$ cat src/rtl/clock_pkg.sv
// clock_pkg: shared state type, BCD digit type and digit limits for the
// alarm-clock time path. Imported by time_set_ctrl and its helpers.
package clock_pkg;

    typedef enum logic [2:0] {
        ST_RUN     = 3'd0,
        ST_EDIT_HT = 3'd1,
        ST_EDIT_HU = 3'd2,
        ST_EDIT_MT = 3'd3,
        ST_EDIT_MU = 3'd4,
        ST_COMMIT  = 3'd5
    } set_state_t;

    typedef logic [3:0] bcd_t;

    localparam bcd_t HT_MAX_24  = 4'd2;
    localparam bcd_t HU_MAX_HT2 = 4'd3;
    localparam bcd_t MT_MAX     = 4'd5;
    localparam bcd_t DIGIT_MAX  = 4'd9;
    localparam bcd_t HT_MAX_12  = 4'd1;
    localparam bcd_t HU_MAX_HT1 = 4'd2;

    // Next value of a digit cycling lo..hi; a value at or above hi wraps to lo.
    function automatic bcd_t bcd_wrap_inc(input bcd_t d, input bcd_t lo, input bcd_t hi);
        return (d >= hi) ? lo : d + 4'd1;
    endfunction

endpackage

$ cat src/rtl/set_timeout_ctr.sv
// set_timeout_ctr: idle-second counter for an abandoned time edit.
// Counts tick pulses, clears on clr, and flags expire on the tick that
// reaches TIMEOUT_S. Only used when SET_TIMEOUT_EN is defined.
module set_timeout_ctr #(
    parameter int unsigned TIMEOUT_S = 30
) (
    input  logic clk,
    input  logic resetn,
    input  logic tick,
    input  logic clr,
    output logic expire
);

    localparam int unsigned W = $clog2(TIMEOUT_S + 1);

    logic [W-1:0] cnt;

    // Expire on the tick that would make the count reach TIMEOUT_S.
    assign expire = tick & ~clr & (cnt == W'(TIMEOUT_S - 1));

    // Idle tick counter; any clear restarts the idle interval.
    always_ff @(posedge clk or negedge resetn) begin
        if (!resetn) begin
            cnt <= '0;
        end else if (clr) begin
            cnt <= '0;
        end else if (tick) begin
            cnt <= cnt + W'(1);
        end
    end

endmodule

$ cat src/rtl/time_set_ctrl.sv
// time_set_ctrl: forwards the 1 Hz tick to the seconds chain while running,
// and runs the button-driven hour/minute edit sequence that ends in a single
// set_o load of {stage, 8'h00} into all six digit registers.
// Optional feature: define SET_TIMEOUT_EN to abandon an idle edit after
// TIMEOUT_S seconds (otherwise edits persist until committed).
module time_set_ctrl
    import clock_pkg::*;
#(
    parameter int unsigned HOURS_24  = 1,
    parameter int unsigned TIMEOUT_S = 30
) (
    input  logic        clk,
    input  logic        resetn,
    input  logic        tick_1hz,
    input  logic        btn_mode,
    input  logic        btn_up,
    input  logic        btn_ok,
    input  logic [23:0] cur_time,
    output logic        run_inc,
    output logic        set_o,
    output logic [23:0] set_time,
    output logic [3:0]  edit_sel
);

    localparam bit   H24    = (HOURS_24 != 0);
    localparam bcd_t HT_TOP = H24 ? HT_MAX_24 : HT_MAX_12;

    set_state_t state, state_nxt;
    bcd_t       ht, hu, mt, mu;
    bcd_t       ht_nxt, hu_nxt, mt_nxt, mu_nxt;
    logic [3:0] sel_nxt;
    logic       timeout_hit;

    // Seconds of cur_time are never staged.
    logic unused_sec;
    assign unused_sec = ^cur_time[7:0];

    function automatic bcd_t hu_max(input bcd_t t);
        if (H24) return (t == HT_MAX_24) ? HU_MAX_HT2 : DIGIT_MAX;
        else     return (t == HT_MAX_12) ? HU_MAX_HT1 : DIGIT_MAX;
    endfunction

    function automatic bcd_t hu_min(input bcd_t t);
        return (!H24 && t == 4'd0) ? 4'd1 : 4'd0;
    endfunction

    // Pull an hour-units digit into the legal range for the given tens digit.
    function automatic bcd_t hu_fit(input bcd_t t, input bcd_t u);
        if (u > hu_max(t)) return hu_max(t);
        if (u < hu_min(t)) return hu_min(t);
        return u;
    endfunction

`ifdef SET_TIMEOUT_EN
    logic in_edit;
    logic btn_any;
    assign in_edit = (state == ST_EDIT_HT) || (state == ST_EDIT_HU) ||
                     (state == ST_EDIT_MT) || (state == ST_EDIT_MU);
    assign btn_any = btn_mode | btn_up | btn_ok;

    set_timeout_ctr #(.TIMEOUT_S(TIMEOUT_S)) u_timeout (
        .clk    (clk),
        .resetn (resetn),
        .tick   (tick_1hz & in_edit),
        .clr    (~in_edit | btn_any),
        .expire (timeout_hit)
    );
`else
    localparam int unsigned unused_timeout_s = TIMEOUT_S;
    assign timeout_hit = 1'b0;
`endif

    // The clock only advances while no edit or commit is in progress.
    assign run_inc = tick_1hz & (state == ST_RUN);

    // Next state and staged digits; priority btn_ok > btn_mode > btn_up > timeout.
    // The stage is legalised on load so every later edit keeps it in range.
    always_comb begin
        state_nxt = state;
        ht_nxt    = ht;
        hu_nxt    = hu;
        mt_nxt    = mt;
        mu_nxt    = mu;
        case (state)
            ST_RUN: begin
                if (btn_mode) begin
                    state_nxt = ST_EDIT_HT;
                    ht_nxt    = (cur_time[23:20] > HT_TOP) ? HT_TOP : cur_time[23:20];
                    hu_nxt    = hu_fit(ht_nxt, cur_time[19:16]);
                    mt_nxt    = (cur_time[15:12] > MT_MAX) ? MT_MAX : cur_time[15:12];
                    mu_nxt    = (cur_time[11:8] > DIGIT_MAX) ? DIGIT_MAX : cur_time[11:8];
                end
            end
            ST_EDIT_HT, ST_EDIT_HU, ST_EDIT_MT, ST_EDIT_MU: begin
                if (btn_ok) begin
                    state_nxt = ST_COMMIT;
                end else if (btn_mode) begin
                    case (state)
                        ST_EDIT_HT: state_nxt = ST_EDIT_HU;
                        ST_EDIT_HU: state_nxt = ST_EDIT_MT;
                        ST_EDIT_MT: state_nxt = ST_EDIT_MU;
                        default:    state_nxt = ST_COMMIT;
                    endcase
                end else if (btn_up) begin
                    case (state)
                        ST_EDIT_HT: begin
                            ht_nxt = bcd_wrap_inc(ht, 4'd0, HT_TOP);
                            hu_nxt = hu_fit(ht_nxt, hu);
                        end
                        ST_EDIT_HU: hu_nxt = bcd_wrap_inc(hu, hu_min(ht), hu_max(ht));
                        ST_EDIT_MT: mt_nxt = bcd_wrap_inc(mt, 4'd0, MT_MAX);
                        default:    mu_nxt = bcd_wrap_inc(mu, 4'd0, DIGIT_MAX);
                    endcase
                end else if (timeout_hit) begin
                    state_nxt = ST_RUN;
                end
            end
            default: state_nxt = ST_RUN;
        endcase

        case (state_nxt)
            ST_EDIT_HT: sel_nxt = 4'b1000;
            ST_EDIT_HU: sel_nxt = 4'b0100;
            ST_EDIT_MT: sel_nxt = 4'b0010;
            ST_EDIT_MU: sel_nxt = 4'b0001;
            default:    sel_nxt = 4'b0000;
        endcase
    end

    // FSM state and staged hour/minute digits.
    always_ff @(posedge clk or negedge resetn) begin
        if (!resetn) begin
            state <= ST_RUN;
            ht    <= '0;
            hu    <= '0;
            mt    <= '0;
            mu    <= '0;
        end else begin
            state <= state_nxt;
            ht    <= ht_nxt;
            hu    <= hu_nxt;
            mt    <= mt_nxt;
            mu    <= mu_nxt;
        end
    end

    // Registered outputs, valid for the cycle spent in the state being entered.
    always_ff @(posedge clk or negedge resetn) begin
        if (!resetn) begin
            set_o    <= 1'b0;
            set_time <= '0;
            edit_sel <= '0;
        end else begin
            set_o    <= (state_nxt == ST_COMMIT);
            set_time <= (state_nxt == ST_COMMIT) ? {ht_nxt, hu_nxt, mt_nxt, mu_nxt, 8'h00} : '0;
            edit_sel <= sel_nxt;
        end
    end

endmodule

$ cat config.mk
export PLATFORM = sky130hd
export DESIGN_NAME = time_set_ctrl
export DESIGN_NICKNAME = d
export VERILOG_FILES = /design/src/rtl/clock_pkg.sv /design/src/rtl/set_timeout_ctr.sv /design/src/rtl/time_set_ctrl.sv
export SDC_FILE = /design/constraint.sdc
export NUM_CORES = 1
export LEC_CHECK = 0
export ABC_CLOCK_PERIOD_IN_PS = 4900
export CORE_UTILIZATION = 37
export CTS_BUF_LIST = sky130_fd_sc_hd__clkbuf_8
export DETAILED_ROUTE_END_ITERATION = 10
export PLACE_DENSITY_LB_ADDON = 0.05
export SLEW_MARGIN = 20
export SYNTH_ARGS = -nofsm -noshare
export SYNTH_HDL_FRONTEND = slang
export SYNTH_SLANG_ARGS = --single-unit
$ cat constraint.sdc
create_clock -name clk -period 4.9 [get_ports clk]
set_input_delay 0.735 -clock clk [delete_from_list [all_inputs] [get_ports clk]]
set_output_delay 0.735 -clock clk [all_outputs]
set_load 0.005 [all_outputs]
# After elaboration in Yosys (flattened, before gate mapping)
# Cells that the tools add are included.
# op_classes
n_mux,81
eq_ne,12
n_lt_le_gt_ge,11
bitwise_logic,1
add_sub_neg,4
reduce_logical,3
# op_table
operator,count
$mux W4,49
$pmux W4 S2,5
$mux W24,1
$mux W1,20
$add A4 B1 Y4 const B,4
$pmux W4 S4,1
$eq A3 B2 Y1 const B,4
$eq A4 B2 Y1 const B,3
$eq A3 B3 Y1 const B,3
$mux W3,3
$pmux W3 S3,1
$gt A4 B4 Y1,2
$lt A4 B1 Y1 const B,2
$eq A3 B1 Y1 const B,2
$pmux W3 S2,1
$ge A4 B2 Y1 const B,1
$ge A4 B3 Y1 const B,1
$ge A4 B4 Y1,1
$ge A4 B4 Y1 const B,1
$gt A4 B2 Y1 const B,1
$gt A4 B3 Y1 const B,1
$gt A4 B4 Y1 const B,1
$reduce_or A4 Y1,1
$logic_not A3 Y1,1
2 further kinds,2
# totals
register_bits,48
inputBits,30
elab_cells,120

# Longest topological paths before layout
# depth
depth_word,30
depth_mapped,11

# Worst setup path before layout
# Ideal clock, no wire load.
# synth_path
kind,input port to flip-flop
from,input port cur_time[23]
to,register set_time[19]
setup_slack_ps,2413
arrival_time_ps,2358
path_buffers,0
setup_ps,129
required_ps,4771
stages,8
path_cell_list,nor3_1 inv_1 ha_1 and4b_1 nor3_1 nor3b_1 a31oi_1 a31oi_1
# synth_between
elab_chain_cells,14
elab_cells_between_ends,17
classes_between,order compare: 2; eq/ne: 1; mux: 14
# synth_rtl
item,line,rtl
from (decl),time_set_ctrl.sv:18,"input logic [23:0] cur_time,"
$gt A4 B2 Y1,time_set_ctrl.sv:88,ht_nxt = (cur_time[23:20] > HT_TOP) ? HT_TOP : cur_time[23:20];
$mux W4 (*),time_set_ctrl.sv:88,
$eq A4 B2 Y1 (*),time_set_ctrl.sv:39,if (H24) return (t == HT_MAX_24) ? HU_MAX_HT2 : DIGIT_MAX;
$mux W4 (*),time_set_ctrl.sv:39,
$mux W4,time_set_ctrl.sv:86,if (btn_mode) begin
$mux W4,time_set_ctrl.sv:84,case (state)
$gt A4 B4 Y1,time_set_ctrl.sv:49,if (u > hu_max(t)) return hu_max(t);
$mux W1,time_set_ctrl.sv:49,
$mux W1,time_set_ctrl.sv:86,
$mux W1,time_set_ctrl.sv:84,
$mux W4 (*),time_set_ctrl.sv:50,if (u < hu_min(t)) return hu_min(t);
$mux W4 (*),time_set_ctrl.sv:86,
$pmux W4 S2 (*),time_set_ctrl.sv:84,
$mux W24 (*),time_set_ctrl.sv:155,"set_time <= (state_nxt == ST_COMMIT) ? {ht_nxt, hu_nxt, mt_nxt, mu_nxt, 8'h00} : '0;"
to (signal assigned),time_set_ctrl.sv:155,
to (decl),time_set_ctrl.sv:21,"output logic [23:0] set_time,"
# Every way passes the cells marked *; elsewhere a longest branch is shown, timed or not. The select of a mux whose other input is x is not followed.

# Worst setup path in the final report
# layout_path
from,input port cur_time[23]
to,register set_time[16]
# layout_between
elab_chain_cells,14
# layout_rtl
item,line,rtl
$gt A4 B2 Y1,time_set_ctrl.sv:88,
$mux W4 (*),time_set_ctrl.sv:88,
$eq A4 B2 Y1 (*),time_set_ctrl.sv:39,
$mux W4 (*),time_set_ctrl.sv:39,
$mux W4 (*),time_set_ctrl.sv:86,
$mux W4 (*),time_set_ctrl.sv:84,
$gt A4 B4 Y1 (*),time_set_ctrl.sv:49,
$mux W1 (*),time_set_ctrl.sv:49,
$mux W1 (*),time_set_ctrl.sv:86,
$mux W1 (*),time_set_ctrl.sv:84,
$mux W4 (*),time_set_ctrl.sv:50,
$mux W4 (*),time_set_ctrl.sv:86,
$pmux W4 S2 (*),time_set_ctrl.sv:84,
net hu_nxt[0],time_set_ctrl.sv:30,"bcd_t ht_nxt, hu_nxt, mt_nxt, mu_nxt;"
$mux W24 (*),time_set_ctrl.sv:155,
# Mark *: on every way through the listed nets, which the timed path passes. The rest lies on a longest branch. The select of a mux whose other input is x is not followed.

==> results.yml <==
sta:
  fin_tns_setup_ns: 0
  maxSlewHeadroom_pct: 38.51
  worst_pin_slew_ns: 0.9224
  hold_viol_final: 0
  setup_viol: 0
  fin_crit_ns: 3.002
  fin_crit_sh_pct: 61.26
  clock_skew_ns: 0.009859
  rsz0062_at_grt: "false"
  report.final.slew_viol_count: 0
  timing.fmax_ghz: 0.3332
logic_synthesis:
  yosysTopAreaCell: "dfrtp_1"
  synth-edff-count: 0
  ys_seq_elements: 40
  synth_area_um2: 2327
  seq_area_frac_synth_pct: 43.01
  synth_ff_type: "dfrtp_1"
  synth_area_leaders: "dfrtp_1 (43%), ha_1 (8.1%), nor2b_1 (3.5%), nand3_1 (3.2%), o21ai_0 (3.0%)"
  synthArstFlopShare_pct: 100.0
  synth_top_area_share_pct: 43.01
  yosys_warnings: 0
  syn_inst: 244
  syn_avg_cell_area_um2: 9.538
  netlist-cell-type-count: 52
setup_path:
  rr_worst_depth: 11
  r2r-start: "ht[0]"
  cp-end-kind: "flop"
  crit_slowest_cell: "nor3_1"
  path_max_fanout: 6
  path_common_cell: "nor3_1"
  rrSetupSlack_ns: 2.21
  crit_arrival_ns: 3.23
  critPathKind: "in -> reg"
  crit_chain: "clkdlybuf4s50_1, nor3_1, inv_1, ha_1, and4b_1, nor3_1, o21ai_0, o211ai_1, nor2b_1"
  max_stage_delay_ns: 0.61
  crit_required_ns: 5.13
  start_kind: "input port"
  timing.rr.end: "set_time[18]"
cts:
  cts-root-buf: "clkbuf_8"
  cts.sinks: 40
  post_cts_buffers: 0
  htreeDepth: 2
  cts_tree: "done"
  insertion_delay_ns: 0.30
  cts_buffer_depth: 2
  holdBufCountCts: 0
  cts_resized: 0
  cts_buffers: 5
  clk_pin_slew_ns: 0.09
die:
  ioPinCount: 60
  floorplan.initialDensity_pct: 38.85
  die_w_um: 81.31
  fp.coreArea_um2: 5991
  die_y_um: 81.31
  rows: 28
  dieArea_um2: 6611
power_and_ir_drop:
  power_density_nw_per_um2: 524.6
  p_total_w: 0.001520
  irDropWorstVdd_v: 0.0002674
  power_leakage_nw: 1.275
min_path:
  min_to: "mt[3]"
  hp-class: "reg -> reg"
  hold_path_startpoint: "mt[3]"
  whs_path_depth: 1
grt:
  grt_overflow: 0
  gr-usage-all-layers_pct: 18.36
  antenna_found_initial: 0
  grt_pass1_wl_um: 9170
  grt_pass1_vias: 1904
  grt_max_degree: 41
route:
  ant_nets: 0
  finalWirelength_um: 5226
  dr.pass1.iters: 4
  dr_total_vias: 1901
  wl_per_cell_um: 14.40
  drt_iter0_markers: 113
  routed_via_density: 5.237
  route.detailed.drc: 0
placed_design:
  placed_area_um2: 2783
  port-buffer-count: 43
  post-dp-hpwl_um: 3834
  place_congestion: 0.7880
layout:
  final_core_util_pct: 48.37
  design_area_um2: 2898
  area_growth_pct: 24.52
  fin_nets: 332
  antenna-diode-count: 0
  layout-drive-gt1-share_pct: 5.208
flow_run:
  cap_violations: 0
run_status:
  outcome: "finished clean"
## sequential cells by signal, indices dropped and copies added (netlist names)
signal and flops:
set_time 16, set_o 1, ht 4, mt 4
state 3, edit_sel 4, mu 4, hu 4
## how the worst max path moves through the flow
stage                       from            to  slack (ns)  cells after the start
floorplan           cur_time[23]  set_time[19]        2.41                      8
detailed placement  cur_time[23]  set_time[16]        1.57                      9
global placement    cur_time[23]  set_time[16]        1.60                      9
CTS                 cur_time[23]  set_time[16]        1.88                      9
global route        cur_time[23]  set_time[16]        1.70                      9
finish              cur_time[23]  set_time[16]        1.90                      9
## cell families after synthesis
group / count (synthesis) / share of synthesized area [%]
compound gates: 60 / 17.85
mux: 3 / 1.290
fa+ha+maj: 15 / 8.065
flops: 40 / 43.01
xor+xnor: 3 / 1.129
simple gates: 91 / 21.72
buf+inv: 31 / 6.774
other cells: 1 / 0.1611
## cell type report
cell class              count  area, um2
clock buffers               5      68.82
clock inverters             3      46.29
fillers                   572       3093
inverters                  16      60.06
multi-input cells         180       1195
flip-flops and latches     40       1001
well taps                  75      93.84
repair buffers             44      432.9
## cells in the final DEF, fill, tap and decap left out, types with 3 or more instances in the layout
cell type	count
clkdlybuf4s50_1	42
dfrtp_1	40
inv_1	16
nand3_1	15
ha_1	15
nand2_1	14
nor2_1	14
o21ai_0	14
nor2b_1	13
conb_1	8
nor3_1	7
a21oi_1	7
and2_1	6
clkbuf_8	5
a31oi_1	4
and3_1	4
a21o_1	3
a211oi_1	3
o31ai_1	3
mux2i_1	3
o221ai_1	3
xor2_1	3
nor3b_1	3
nor4b_1	3
o21a_1	3
o211ai_1	3
## report_power, final
group | switching [W] | total (W) | internal (W)
sequential | 0.000136 | 0.000573 | 0.000438
clock | 0.000130 | 0.000284 | 0.000154
combinational | 0.000339 | 0.000663 | 0.000324
total | 0.000605 | 0.00152 | 0.000915
## metrics by stage
stage | hold WS, ns | setup slack, ns | cells
final | 0.5515 | 1.898 | 363
after global routing | 0.5879 | 1.696 | 363
after CTS | 0.5552 | 1.880 | 363
after detailed placement | 0.5331 | 1.568 | 355
after global placement | 0.5291 | 1.598 | 355
after floorplan | 0.4394 | 2.413 | 251
## synthesized netlist by cell type, drive strengths merged, types with 2 or more instances
master  number
a211oi       3
a21o         3
a21oi        7
a221o        2
a22o         2
a31oi        4
a32oi        2
and2         6
and3         4
buf         13
clkbuf       2
dfrtp       40
ha          15
inv         16
mux2i        3
nand2       15
nand2b       2
nand3       15
nor2        14
nor2b       13
nor3         7
nor3b        5
nor4b        3
o211ai       3
o21a         3
o21ai       15
o221ai       3
o311ai       2
o31ai        3
xor2         3
## metal layers
metal	vias to the layer above	GRT usage (%)	part of all wire [%]
met1	899	24.34	47
met2	46	29.67	47
met3	9	3.483	4.0
met5	-	0	0
met4	0	6.429	1.7
li1	947	-	-
## worst max-delay path, delay by kind of cell
kind	cells	cell delay [ns]
adders and majority gates	1	0.31
and+or+nand+nor	4	1.35
buffers and inverters	2	0.50
AOI/OAI and AO/OA	2	0.33
(Power assumes the default switching activity.)
